File: src/rtl/imem_loader.sv
// Byte-stream to word-write loader for the big-endian instruction memory.
// Packs four accepted bytes MSB-first into one 32-bit write at consecutive word addresses.
module imem_loader #(
    parameter int MEM_BYTES = 256
) (
    input  logic        clk,
    input  logic        rst_n,
    input  logic        start,
    input  logic [31:0] base_addr,
    input  logic [7:0]  word_count,
    input  logic        in_valid,
    input  logic [7:0]  in_data,
    output logic        in_ready,
    output logic        wr_en,
    output logic [31:0] wr_addr,
    output logic [31:0] wr_data,
    output logic        busy,
    output logic        done,
    output logic        error
);

    typedef enum logic [1:0] {
        S_IDLE = 2'd0,
        S_LOAD = 2'd1,
        S_DONE = 2'd2,
        S_ERR  = 2'd3
    } state_t;

    state_t      state_q, state_d;
    logic [31:0] cur_addr_q, cur_addr_d;
    logic [7:0]  words_left_q, words_left_d;
    logic [1:0]  byte_idx_q, byte_idx_d;
    logic [23:0] shift_q, shift_d;
    logic        wr_en_q, wr_en_d;
    logic [31:0] wr_addr_q, wr_addr_d;
    logic [31:0] wr_data_q, wr_data_d;
    logic        in_ready_q, in_ready_d;
    logic        busy_q, busy_d;
    logic        done_q, done_d;
    logic        error_q, error_d;

    logic        accept_s;
    logic        last_byte_s;
    logic [33:0] range_end_s;
    logic        cfg_bad_s;

    // 34-bit end address so a huge base cannot wrap past the bounds check.
    assign range_end_s = {2'b00, base_addr} + {24'd0, word_count, 2'b00};
    assign cfg_bad_s   = (base_addr[1:0] != 2'b00) || (range_end_s > 34'(MEM_BYTES));
    assign accept_s    = in_valid && in_ready_q;
    assign last_byte_s = (byte_idx_q == 2'd3);

    // State register and registered status/handshake outputs.
    always_ff @(posedge clk or negedge rst_n) begin
        if (!rst_n) begin
            state_q    <= S_IDLE;
            in_ready_q <= 1'b0;
            busy_q     <= 1'b0;
            done_q     <= 1'b0;
            error_q    <= 1'b0;
        end else begin
            state_q    <= state_d;
            in_ready_q <= in_ready_d;
            busy_q     <= busy_d;
            done_q     <= done_d;
            error_q    <= error_d;
        end
    end

    // Next-state logic.
    always_comb begin
        state_d = state_q;
        case (state_q)
            S_LOAD: begin
                if (accept_s && last_byte_s && (words_left_q == 8'd1)) begin
                    state_d = S_DONE;
                end else begin
                    state_d = S_LOAD;
                end
            end
            S_IDLE, S_DONE, S_ERR: begin
                if (!start) begin
                    state_d = state_q;
                end else if (cfg_bad_s) begin
                    state_d = S_ERR;
                end else if (word_count == 8'd0) begin
                    state_d = S_DONE;
                end else begin
                    state_d = S_LOAD;
                end
            end
            default: state_d = S_IDLE;
        endcase
    end

    // Outputs decoded from the next state so they register in step with state_q.
    always_comb begin
        in_ready_d = 1'b0;
        busy_d     = 1'b0;
        done_d     = 1'b0;
        error_d    = 1'b0;
        case (state_d)
            S_LOAD:  begin in_ready_d = 1'b1; busy_d = 1'b1; end
            S_DONE:  done_d  = 1'b1;
            S_ERR:   error_d = 1'b1;
            S_IDLE:  busy_d  = 1'b0;
            default: busy_d  = 1'b0;
        endcase
    end

    // Datapath next values: load setup, byte packing and word write issue.
    always_comb begin
        cur_addr_d   = cur_addr_q;
        words_left_d = words_left_q;
        byte_idx_d   = byte_idx_q;
        shift_d      = shift_q;
        wr_en_d      = 1'b0;
        wr_addr_d    = wr_addr_q;
        wr_data_d    = wr_data_q;
        if ((state_q != S_LOAD) && (state_d == S_LOAD)) begin
            cur_addr_d   = base_addr;
            words_left_d = word_count;
            byte_idx_d   = 2'd0;
            shift_d      = 24'd0;
        end else if (accept_s) begin
            if (last_byte_s) begin
                wr_en_d      = 1'b1;
                wr_addr_d    = cur_addr_q;
                wr_data_d    = {shift_q, in_data};
                cur_addr_d   = cur_addr_q + 32'd4;
                words_left_d = words_left_q - 8'd1;
                byte_idx_d   = 2'd0;
            end else begin
                shift_d    = {shift_q[15:0], in_data};
                byte_idx_d = byte_idx_q + 2'd1;
            end
        end else begin
            byte_idx_d = byte_idx_q;
        end
    end

    // Datapath registers.
    always_ff @(posedge clk or negedge rst_n) begin
        if (!rst_n) begin
            cur_addr_q   <= 32'd0;
            words_left_q <= 8'd0;
            byte_idx_q   <= 2'd0;
            shift_q      <= 24'd0;
            wr_en_q      <= 1'b0;
            wr_addr_q    <= 32'd0;
            wr_data_q    <= 32'd0;
        end else begin
            cur_addr_q   <= cur_addr_d;
            words_left_q <= words_left_d;
            byte_idx_q   <= byte_idx_d;
            shift_q      <= shift_d;
            wr_en_q      <= wr_en_d;
            wr_addr_q    <= wr_addr_d;
            wr_data_q    <= wr_data_d;
        end
    end

    assign in_ready = in_ready_q;
    assign wr_en    = wr_en_q;
    assign wr_addr  = wr_addr_q;
    assign wr_data  = wr_data_q;
    assign busy     = busy_q;
    assign done     = done_q;
    assign error    = error_q;

endmodule

File: config.mk
export PLATFORM = sky130hd
export DESIGN_NAME = imem_loader
export DESIGN_NICKNAME = d
export VERILOG_FILES = /design/src/rtl/imem_loader.sv
export SDC_FILE = /design/constraint.sdc
export NUM_CORES = 1
export LEC_CHECK = 0
export BUFFER_PORTS_ARGS = -buffer_cell sky130_fd_sc_hd__buf_2
export CORE_MARGIN = 2
export CORE_UTILIZATION = 41
export DETAILED_ROUTE_END_ITERATION = 8
export PLACE_DENSITY_LB_ADDON = 0.12
export SETUP_SLACK_MARGIN = 0.2
export SLEW_MARGIN = 30
export SYNTH_ARGS = -nofsm -noshare
export SYNTH_HDL_FRONTEND = slang
export SYNTH_SLANG_ARGS = --single-unit
File: constraint.sdc
create_clock -name clk -period 2.8 [get_ports clk]
set_input_delay 0.14 -clock clk [delete_from_list [all_inputs] [get_ports clk]]
set_output_delay 0.14 -clock clk [all_outputs]
set_load 0.02 [all_outputs]
==> qor.txt <==
PD cells: 689 nW/um^2
Final Hold Fails: 0
First-pass GRT wire length: 27.5 mm
Gr usage total: 19.5%
Fmax: 369 MHz
Post-synthesis instance area: 6930 um^2
Wirelength, routed: 17.4 mm
Critical Path AT: 3.01 ns
Reg2Reg Launch Point: byte_idx_q[0]$_DFFE_PN0P_
Required @ worst endpoint: 3.10 ns
Top FF cell, synth: dfrtp_1
Final period util: 96.8%
Reg area: 3400 um^2
Bufs on Longest Clock Path: 2
DR vias: 5,339
Final setup vio count: 0
Syn. warnings: 0
Detail Route Antenna Nets: 0
HPWL after DPL: 11.4 mm
Mean post-synth cell area: 11.7 um^2
CTS Buf Count: 17
IO Port Bufs: 120
Gr busiest metal: met2
Critical Path Start: word_count[0]
Max H-tree Level: 4
Hold/Removal Path Class: in2reg
Clock Skew: 0.0101 ns
Commonest non-fill, non-tap cell in the layout: dfrtp_1
Drt initial violations: 274
Grt met1 use: 25.5%
Max incr delay on CP: 0.34 ns
Worst-Margin Slew: 0.777 ns
CTS tree: yes
Core area: 16,600 um^2
Cells after Synth: 591
Crit path cell chain: buf_8 > ha_4 > fa_2 > a211oi_2 > o31a_1 > buf_6 > buf_4 > a211oi_2 > mux2_2 > o2111a_1 > and4_4 > a31oi_4 > buf_8 > clkbuf_16 > mux2_4
Clock sink count: 136
Grt ovf: 0
Fin crit period: 2.71 ns
Reg2reg path depth: 7
Routed len/inst: 16.4 um
Chip Width: 134 um
Synthesis-to-finish area growth: 42.4%
FF-to-FF setup slack: 0.67 ns
CTS clk-pin slew, worst paths: 0.06 ns
Yosys reg bits: 136
Initial antenna violation count: 0
Met2 usage: 31.9%
Slowest cell on the critical path: fa_2
Async SR Flop Fraction: 100%
Setup Crit Path Kind: in2reg
Layout cell share with drive strength beyond 1: 44.4%
Fill cells: 1,399
Relative slew slack: 48.2%
Row cnt: 47
DIE AREA: 18,000 um^2
Met3 usage: 4.76%
Inserted Diodes: 0
Worst vdd ir: 0.000404 V
CP endpoint: wr_data[16]$_DFFE_PN0P_
Root buffer cell: clkbuf_16
Nets@finish: 889
RePlAce Congestion: 0.855
Post-placement cell area: 8380 um^2
Detailed Routing Iterations Pass 1: 4
Post-synthesis sequential area ratio: 49.1%
CP startpoint kind: input pin
Clk Latency, worst-skew pair: 0.42 ns
Multi-input gate area: 3620 um^2
Standby leakage power: 0.00496 uW
DRC viols: 0
Setup TNS: 0 ns
CP Max Fanout: 6
EDFF count, synth: 0
Most frequent cells in the layout: dfrtp_1, buf_2, buf_4, nor2_1, mux2_4
Starting Density: 41.8%
Vias in the first global route: 5,343
Synth unique cells: 60
Status: finished clean
Die Ht: 134 um
RSZ-0062 raised after global routing: true
FF-to-FF End: cur_addr_q[30]$_DFFE_PN0P_
# IOs: 121
Synthesized Nets: 656
Max-cap check violation count: 0
Post-Layout Inst Area: 9870 um^2
CP Capture Type: flop
Largest net degree at the start of global routing: 71
Max-slew violation count: 0
Post-DR vias/cell: 5.05
-- where the power goes --
part / switching (uW) / internal (uW) / total (uW)
Combinational: 866 / 893 / 1760
Clock: 834 / 1490 / 2330
Sequential: 306 / 2410 / 2720
-- cell type report --
class,instances,area share [%]
Sequential cell,136,34.5
Multi-Input combinational cell,423,36.7
Inverter,9,0.342
Clock inverter,11,1.47
Clock buffer,21,4.87
Tap cell,220,2.79
Timing Repair Buffer,237,19.3
-- flip-flops by register name, summed over array words and instances (netlist names) --
name / cells
state_q: 2
wr_addr: 32
cur_addr_q: 32
shift_q: 24
wr_data: 32
error: 1
byte_idx_q: 2
busy: 1
done: 1
wr_en: 1
words_left_q: 8
-- timing repair --
item	4_1_cts	5_1_grt
setup buffers	19	6
gates resized for setup	34	39
gates cloned	5	5
pin swaps	10	19
hold endpoints to repair	87	0
hold buffers	11	0
setup endpoints to repair	132	133
-- how the worst min path moves through the flow --
stage / start / endpoint / slack, ns / cells after the start
6_report: in_valid / byte_idx_q[1]$_DFFE_PN0P_ / 0.03 / 3
5_1_grt: in_valid / byte_idx_q[1]$_DFFE_PN0P_ / 0.04 / 3
4_1_cts: in_valid / byte_idx_q[1]$_DFFE_PN0P_ / 0.01 / 3
3_5_place_dp: rst_n / shift_q[22]$_DFFE_PN0P_ / 0.20 / 1
3_3_place_gp: rst_n / shift_q[22]$_DFFE_PN0P_ / 0.20 / 1
2_1_floorplan: rst_n / busy$_DFF_PN0_ / -0.16 / 0
-- worst max-delay path: cells and delay by family --
kind / cells / cell delay (ns)
buffers and inverters: 5 / 0.72
multiplexers: 2 / 0.58
AO/OA/AOI/OAI: 5 / 0.88
adder cells (fa/ha/maj): 2 / 0.50
AND/OR/NAND/NOR: 1 / 0.19
-- kinds of logic (layout without fill, tap and decap cells) --
family | count (synthesis) | after routing | share of synthesized area, %
DFF | 136 | 136 | 49.1
xor gates and xnor gates | 44 | 44 | 5.56
buffers and inverters | 32 | 278 | 2.73
adders and majority gates | 13 | 13 | 2.45
muxes | 107 | 107 | 19.5
AOI/OAI and AO/OA | 61 | 61 | 6.55
and+or+nand+nor | 198 | 198 | 14.1
-- per-layer routing --
layer	vias to the layer above	share of wire (%)
met5	-	0
met4	0	1.7
met3	21	4.5
met2	131	48
met1	2605	46
li1	2582	-
-- synth_stat cells, drive strengths merged, types with 3 or more instances --
library cell  number  area [um^2]
dfrtp            136         3400
mux2              80         1080
nor2              79          299
nand2             28          105
mux2i             27          270
xor2              25          219
nand3             23          128
xnor2             19          166
buf               16          129
and3              14         87.6
a21oi             12         60.1
ha                12          150
o21ai             10         50.1
a211oi             9         85.1
inv                9         33.8
nor4               9         56.3
nand4              8         50.1
nor3               8         40.0
clkbuf             7         26.3
a31oi              5         46.3
and2               5         31.3
nand2b             5         31.3
or3                4         30.0
o211ai             3         22.5
or2                3         18.8
or4                3         26.3
-- per-stage QoR --
step / util (%) / worst slack, ns / instances / hold WS [ns] / total power [uW]
after detailed placement: 50.5 / -0.552 / 979 / 0.200 / 4340
after CTS: 57.5 / 0.154 / 1046 / 0.00984 / 6770
final: 59.5 / 0.0902 / 1057 / 0.0270 / 6810
after global routing: 59.5 / 0.0289 / 1057 / 0.0356 / 7160
after global placement: 50.5 / -0.510 / 979 / 0.198 / 4280
after floorplan: - / -0.0359 / 591 / -0.156 / 3760
Power figures use the tool's default switching activity.
